<file path="config.mk">
export PLATFORM = sky130hd
export DESIGN_NAME = mem_port_arbiter
export DESIGN_NICKNAME = d
export VERILOG_FILES = /design/src/rtl/mem_arb_pkg.sv /design/src/rtl/mem_port_arbiter_rr_priority_pick.sv /design/src/rtl/mem_port_arbiter.sv
export SDC_FILE = /design/constraint.sdc
export NUM_CORES = 1
export LEC_CHECK = 0
export ABC_CLOCK_PERIOD_IN_PS = 4800
export CORE_MARGIN = 2
export CORE_UTILIZATION = 38
export DETAILED_ROUTE_END_ITERATION = 8
export PLACE_DENSITY = 0.92
export REMOVE_ABC_BUFFERS = 1
export SETUP_SLACK_MARGIN = 0.5
export SLEW_MARGIN = 20
export SYNTH_ARGS = -nofsm -noshare
export SYNTH_HDL_FRONTEND = slang
export SYNTH_SLANG_ARGS = --single-unit
export TNS_END_PERCENT = 5
</file>
<file path="constraint.sdc">
create_clock -name clock -period 4.8 [get_ports clock]
set_clock_uncertainty 0.15 [all_clocks]
set_input_delay 0.96 -clock clock [delete_from_list [all_inputs] [get_ports clock]]
set_output_delay 0.96 -clock clock [all_outputs]
set_load 0.01 [all_outputs]
</file>
<file path="src/rtl/mem_arb_pkg.sv">
// mem_arb_pkg
//   Shared definitions for the memory port arbiter:
//   - arb_state_e : arbiter state encoding (IDLE, GRANT, LOCKED)
//   - DEF_*       : default widths and limits used as parameter defaults
//   - rr_index    : rotate-priority helper returning (base + offset) mod n
package mem_arb_pkg;

  typedef enum logic [1:0] {
    IDLE   = 2'd0,
    GRANT  = 2'd1,
    LOCKED = 2'd2
  } arb_state_e;

  localparam int DEF_NUM_REQ    = 4;
  localparam int DEF_ADDR_WIDTH = 16;
  localparam int DEF_DATA_WIDTH = 16;
  localparam int DEF_LOCK_MAX   = 8;
  localparam int LOCK_CNT_W     = 8;

  // Position of the offset-th candidate when priority starts at base.
  // Both base and offset are below n, so one conditional subtract is
  // enough and no divider is built.
  function automatic int rr_index(input int base, input int offset, input int n);
    int s;
    s = base + offset;
    if (s >= n) begin
      s = s - n;
    end
    return s;
  endfunction

endpackage

</file>
<file path="src/rtl/mem_port_arbiter_rr_priority_pick.sv">
// rr_priority_pick
//   Combinational round-robin picker. Scans req starting at ptr, wrapping
//   modulo N, and returns the first asserted request.
//   Ports:
//     req        in  N   request vector
//     ptr        in  PW  index with highest priority this round
//     winner     out N   one-hot winner (all zero when no request)
//     winner_idx out PW  binary index of the winner
//     valid      out 1   at least one request was asserted
module rr_priority_pick
  import mem_arb_pkg::*;
#(
  parameter int N  = 4,
  parameter int PW = 2
) (
  input  logic [N-1:0]  req,
  input  logic [PW-1:0] ptr,
  output logic [N-1:0]  winner,
  output logic [PW-1:0] winner_idx,
  output logic          valid
);

  logic [PW-1:0] cand;

  always_comb begin
    winner     = '0;
    winner_idx = '0;
    valid      = 1'b0;
    cand       = '0;
    for (int k = 0; k < N; k++) begin
      cand = PW'(rr_index(int'(ptr), k, N));
      if (!valid && req[cand]) begin
        valid        = 1'b1;
        winner[cand] = 1'b1;
        winner_idx   = cand;
      end
    end
  end

endmodule

</file>
<file path="src/rtl/mem_port_arbiter.sv">
// mem_port_arbiter
//   Shares one port of a dual-port memory between NUM_REQ requesters with
//   registered round-robin arbitration and an optional bounded lock for
//   read-modify-write sequences. One access is issued per cycle; each
//   access is answered by a one-cycle rsp_valid strobe in the next cycle.
//   Ports:
//     clock            in   rising edge used here; memory uses falling edge
//     reset            in   synchronous, active low
//     req/req_we/req_lock in NUM_REQ  per-requester request, write, lock
//     req_addr         in   flattened, requester i at [i*ADDR_WIDTH +: ADDR_WIDTH]
//     req_wdata        in   flattened, same packing as req_addr
//     gnt              out  one-hot, access issued this cycle
//     rsp_valid        out  one-hot, access issued last cycle has completed
//     rsp_rdata        out  read data (write data for writes), from memory
//     mem_address/mem_write_data/mem_write_enable out  memory port pins
//     mem_read_data    in   memory port read data
//     dbg_state        out  current arbiter state, for observation
//
//   Handshake: a requester raises req with addr/wdata/we stable. A rising
//   edge at which req is high and the requester wins issues the access;
//   gnt is high for the cycle that follows that edge, and the requester
//   may change or drop its request before the edge that ends the gnt
//   cycle. A request still high at that edge counts as a new access.
module mem_port_arbiter
  import mem_arb_pkg::*;
#(
  parameter int NUM_REQ    = DEF_NUM_REQ,
  parameter int ADDR_WIDTH = DEF_ADDR_WIDTH,
  parameter int DATA_WIDTH = DEF_DATA_WIDTH,
  parameter int LOCK_MAX   = DEF_LOCK_MAX
) (
  input  logic                          clock,
  input  logic                          reset,
  input  logic [NUM_REQ-1:0]            req,
  input  logic [NUM_REQ-1:0]            req_we,
  input  logic [NUM_REQ-1:0]            req_lock,
  input  logic [NUM_REQ*ADDR_WIDTH-1:0] req_addr,
  input  logic [NUM_REQ*DATA_WIDTH-1:0] req_wdata,
  output logic [NUM_REQ-1:0]            gnt,
  output logic [NUM_REQ-1:0]            rsp_valid,
  output logic [DATA_WIDTH-1:0]         rsp_rdata,
  output logic [ADDR_WIDTH-1:0]         mem_address,
  output logic [DATA_WIDTH-1:0]         mem_write_data,
  output logic                          mem_write_enable,
  input  logic [DATA_WIDTH-1:0]         mem_read_data,
  output arb_state_e                    dbg_state
);

  localparam int PW = (NUM_REQ > 1) ? $clog2(NUM_REQ) : 1;

  arb_state_e            state_q, state_d;
  logic [PW-1:0]         ptr_q, ptr_d;
  logic [PW-1:0]         owner_q, owner_d;
  logic [LOCK_CNT_W-1:0] lock_cnt_q, lock_cnt_d;
  logic [NUM_REQ-1:0]    gnt_q, gnt_d;
  logic [NUM_REQ-1:0]    rsp_q;
  logic [ADDR_WIDTH-1:0] addr_q, addr_d;
  logic [DATA_WIDTH-1:0] wdata_q, wdata_d;
  logic                  we_q, we_d;

  logic [NUM_REQ-1:0]    win_oh;
  logic [PW-1:0]         win_idx;
  logic                  win_valid;
  logic [PW-1:0]         sel_idx;
  logic                  owner_keeps;
  logic                  forced_release;
  logic                  lock_honoured;

  rr_priority_pick #(
    .N  (NUM_REQ),
    .PW (PW)
  ) u_pick (
    .req        (req),
    .ptr        (ptr_q),
    .winner     (win_oh),
    .winner_idx (win_idx),
    .valid      (win_valid)
  );

  // While locked, the owner alone is served as long as it keeps both req
  // and req_lock up and has not used up its LOCK_MAX grants. Otherwise the
  // same edge falls back to round-robin from the frozen pointer.
  always_comb begin
    owner_keeps    = (state_q == LOCKED) && req[owner_q] && req_lock[owner_q] &&
                     (lock_cnt_q < LOCK_CNT_W'(LOCK_MAX));
    forced_release = (state_q == LOCKED) && (lock_cnt_q >= LOCK_CNT_W'(LOCK_MAX));
    // A forced release ignores req_lock for this one round so the pointer
    // moves on even if the owner immediately wins again.
    lock_honoured  = win_valid && req_lock[win_idx] && !forced_release;
    sel_idx        = owner_keeps ? owner_q : win_idx;
  end

  // Next-state and registered-output logic. The state after a grant is the
  // state the next arbitration runs in: a locking grant moves straight to
  // LOCKED so the following edge is owner-only.
  always_comb begin
    state_d    = state_q;
    ptr_d      = ptr_q;
    owner_d    = owner_q;
    lock_cnt_d = lock_cnt_q;
    gnt_d      = '0;
    addr_d     = addr_q;
    wdata_d    = wdata_q;
    we_d       = 1'b0;

    if (owner_keeps || win_valid) begin
      addr_d  = req_addr[int'(sel_idx)*ADDR_WIDTH +: ADDR_WIDTH];
      wdata_d = req_wdata[int'(sel_idx)*DATA_WIDTH +: DATA_WIDTH];
      we_d    = req_we[sel_idx];
    end

    if (owner_keeps) begin
      gnt_d[owner_q] = 1'b1;
      lock_cnt_d     = lock_cnt_q + 1'b1;
      state_d        = LOCKED;
    end else if (win_valid) begin
      gnt_d = win_oh;
      ptr_d = PW'(rr_index(int'(win_idx), 1, NUM_REQ));
      if (lock_honoured) begin
        state_d    = LOCKED;
        owner_d    = win_idx;
        lock_cnt_d = LOCK_CNT_W'(1);
      end else begin
        state_d    = GRANT;
        lock_cnt_d = '0;
      end
    end else begin
      state_d    = IDLE;
      lock_cnt_d = '0;
    end
  end

  always_ff @(posedge clock) begin
    if (!reset) begin
      state_q    <= IDLE;
      ptr_q      <= '0;
      owner_q    <= '0;
      lock_cnt_q <= '0;
      gnt_q      <= '0;
      rsp_q      <= '0;
      addr_q     <= '0;
      wdata_q    <= '0;
      we_q       <= 1'b0;
    end else begin
      state_q    <= state_d;
      ptr_q      <= ptr_d;
      owner_q    <= owner_d;
      lock_cnt_q <= lock_cnt_d;
      gnt_q      <= gnt_d;
      rsp_q      <= gnt_q;
      addr_q     <= addr_d;
      wdata_q    <= wdata_d;
      we_q       <= we_d;
    end
  end

  assign gnt            = gnt_q;
  assign rsp_valid      = rsp_q;
  assign rsp_rdata      = mem_read_data;
  assign mem_address    = addr_q;
  assign mem_write_data = wdata_q;
  // Reset is also applied combinationally so the memory never sees a write
  // during a cycle in which reset is held low, even mid-cycle.
  assign mem_write_enable = we_q & reset;
  assign dbg_state        = state_q;

endmodule

</file>
==> results.md <==
* Diode count at 0
* H-Tree Depth at 2
* Share of layout cells above drive strength 1 at under 10%
* Critical Path Fanout Max at 56
* Tmin final at 3.987 ns
* Total power at around 3400 uW
* Initial Utilization at ~39%
* Pwr per Cell Area at 610.6 nW/um^2
* Largest net degree at the start of global routing at between 50 and 60
* Std cell rows at 35
* Clock root buffer master: clkbuf_8
* Post-synth top area cell: dfxtp_1
* Asr flop ratio synth at 0%
* Peak supply drop at about 0.00030 V
* DRT iter0 DRCs at roughly 150
* RePlAce Congestion at between 0.9 and 1
* Total die area at between 10,000 and 15,000 sq um
* Min-Delay Path Depth at 1
* Synth Area in Adders at 3.418%
* Core ar. at around 9300 sq um
* Vias in the first global route at approximately 3,700
* PostCTS Resize Cnt at 0
* DRT antenna net count at 0
* Hold_buf cts at 0
* Distinct cells, synth at 56
* Measured slew at the worst slew-check pin at 0.7282 ns
* CP peak stage delay at 0.66 ns
* Post-Synthesis Cells at 412
* Fin Hold WS at 0.3168 ns
* Synthesis Warnings at 0
* GRT overflow at 0
* DR vias at around 3,800
* Layout area overhead at 51.98%
* Xor/xnor share of the synthesized area at less than 1%
* Final Util at about 60%
* Die height at 102.2 um
* Max Clock Freq at about 250 MHz
* Final worst-path cycle share at around 83%
* Largest family of logic cells by synthesized area: compound AO/OA/AOI/OAI gates
* Reg clk slew, reported paths at ~0.10 ns
* Crit end category: register
* CTS Sinks at 55
* Crit start category: register
* Post-DR vias/cell at approximately 5.5
* CP bufs+invs at 3
* Max-cap violation count at 0
* Pins over their slew limit at 0
* Synth Area in Compound Gates at between 20% and 30%
* Drt total wl at 12,030 um
* CP cell instances: buf_4, clkinvlp_4, ha_2, mux4_2, nor2b_4, o21ai_4, a31oi_4, buf_12, mux2_1, a221o_1
* Hpwl dp at approximately 9000 um
* First-pass GRT wire length at approximately 17,000 um
* Ys flop type: dfxtp_1
* Initial antenna violation count at 0
* CTS tree: yes
* Synthesized-area fraction occupied by and/or/nand/nor cells at approximately 14%
* Routed length per placed instance at about 17 um
* Sequential fraction of the synthesis area at 30.08%
* Slowest-stage cell, CP: mux4_2
* Place WS at between 0.6 and 0.7 ns
* Leak pwr at around 0.0021 uW
* RSZ-0062 raised after global routing: false
* I/O pin count at roughly 220
* Slew margin rel. at about half
* R2R depth at 10
* Final #Nets at roughly 730
* Clock buffer depth at 2
* Filler cell count at 789
* Top cells by area, synth: dfxtp_1 30%, a21oi_1 9.3%, a221o_1 8.7%
* Setup slack, reg-to-reg at between 0.8 and 0.9 ns
* Kind of critical path: register to register
* Required @ worst endpoint at a little under 5 ns
* Finish-stage setup viols at 0
* Outcome: finished, final reports clean
* Synth top area share at a little under a third
* Hold Path Class: register to register
* CTS Buf Count at 5
* Skew-Pair Late Insertion Delay at between 0.2 and 0.3 ns
* Final hold violations at 0
* Syn avg cell area at 8.886 sq um
* Final Worst Setup Slack at 0.8127 ns
* Crit path max-delay family: multiplexers
* Mux share of post-synthesis cell area at ~14%
* Stages on the worst setup path at 10
* Worst Path Arrival at approximately 4.0 ns
* Setup Buffers After CTS at 0
* DRC viols at 0
* Port Buffer Count at between 150 and 200
* Mapped Area at 3661 sq um
* Pre-antenna DRT Iters at 5
* Die Span X at around 100 um
* GRT Overall Usage at 20.83%
* Post-synth EDFFs at 0
* FF+latch count, synth at between 50 and 60
-- layout by cell type (no fill, tap or decap), types with 6 or more instances in the layout --
master           netlist  routed
a21oi_1               68      68
a221o_1               32      32
and2_1                 9      10
clkdlybuf4s50_1        0     184
dfxtp_1               55      55
ha_1                  10       9
mux2_1                28      28
mux2i_1                6       6
nand2_1               43      43
nand2b_1               6       6
nand3_1                8       8
nor2_1                 9       8
o21ai_0                9       9
-- kinds of logic (layout without fill, tap and decap cells) --
logic type / after synthesis / in the layout
other: 1 / 4
buffers and inverters: 57 / 205
muxes: 43 / 43
DFF: 55 / 55
xor gates and xnor gates: 3 / 3
AOI/OAI and AO/OA: 144 / 145
adders and majority gates: 10 / 10
and+or+nand+nor: 99 / 99
-- state kept, by name, indices dropped and copies added (netlist names) --
| signal | flops |
|---|---|
| gnt | 4 |
| we_q | 1 |
| ptr_q | 2 |
| lock_cnt_q | 8 |
| owner_q | 2 |
| mem_address | 16 |
| mem_write_data | 16 |
| rsp_valid | 4 |
| dbg_state | 2 |
-- path summary, 6_finish.rpt --
path | startpoint | to
max | ptr_q[0]$_SDFFE_PN0P_ | mem_address[6]$_SDFFE_PN0N_
min | gnt[3]$_SDFF_PN0_ | rsp_valid[3]$_SDFF_PN0_
max reg2reg | ptr_q[0]$_SDFFE_PN0P_ | mem_address[6]$_SDFFE_PN0N_
min reg2reg | gnt[3]$_SDFF_PN0_ | rsp_valid[3]$_SDFF_PN0_
-- cell usage after synthesis (2+ instances only) --
cell,n
ha_1,10
nor2_1,9
inv_1,5
o22ai_1,2
nand2b_1,6
mux2_1,28
a21oi_1,68
buf_6,7
a211oi_1,4
o21a_1,2
mux2_2,5
a22o_1,3
a22oi_1,4
and2_1,9
nor2b_1,5
a21boi_0,3
mux2i_1,6
nand3_1,8
or2_2,3
o311a_1,4
buf_4,22
a221o_1,32
and3_1,4
o21ai_0,9
nand2_1,43
xnor2_1,2
clkbuf_1,14
mux4_2,4
o211ai_1,3
dfxtp_1,55
buf_2,8
-- area by class of cell --
class	instances	area (sq um)	area share [%]
clock buffer	5	68.82	1.237
sequential	55	1101	19.79
multi-input combinational	304	2230	40.07
tap	129	161.4	2.901
clock inverter	2	37.54	0.6746
timing repair buffer	192	1939	34.85
inverter	6	26.28	0.4722
-- power breakdown --
part,switching [uW],total (uW),internal [uW]
registers,121,784,664
clock network,147,300,153
logic,1130,2310,1180
total,1400,3400,2000
-- through the flow --
stage	std cells	setup TNS, ns	instance area, sq um
6_report	693	0	5564
4_1_cts	692	0	5545
2_1_floorplan	364	-9.374	3336
3_3_place_gp	685	0	5439
5_1_grt	693	0	5564
3_5_place_dp	685	0	5439
-- routing by layer --
| layer | part of all wire, % | routed length [um] | GRT usage (%) |
|---|---|---|---|
| met5 | 0 | 0 | 0 |
| met4 | 2.5 | 306 | 6.974 |
| met3 | 8.6 | 1034 | 5.882 |
| met2 | 51 | 6129 | 39.12 |
| met1 | 38 | 4560 | 22.33 |
(Power assumes the default switching activity.)
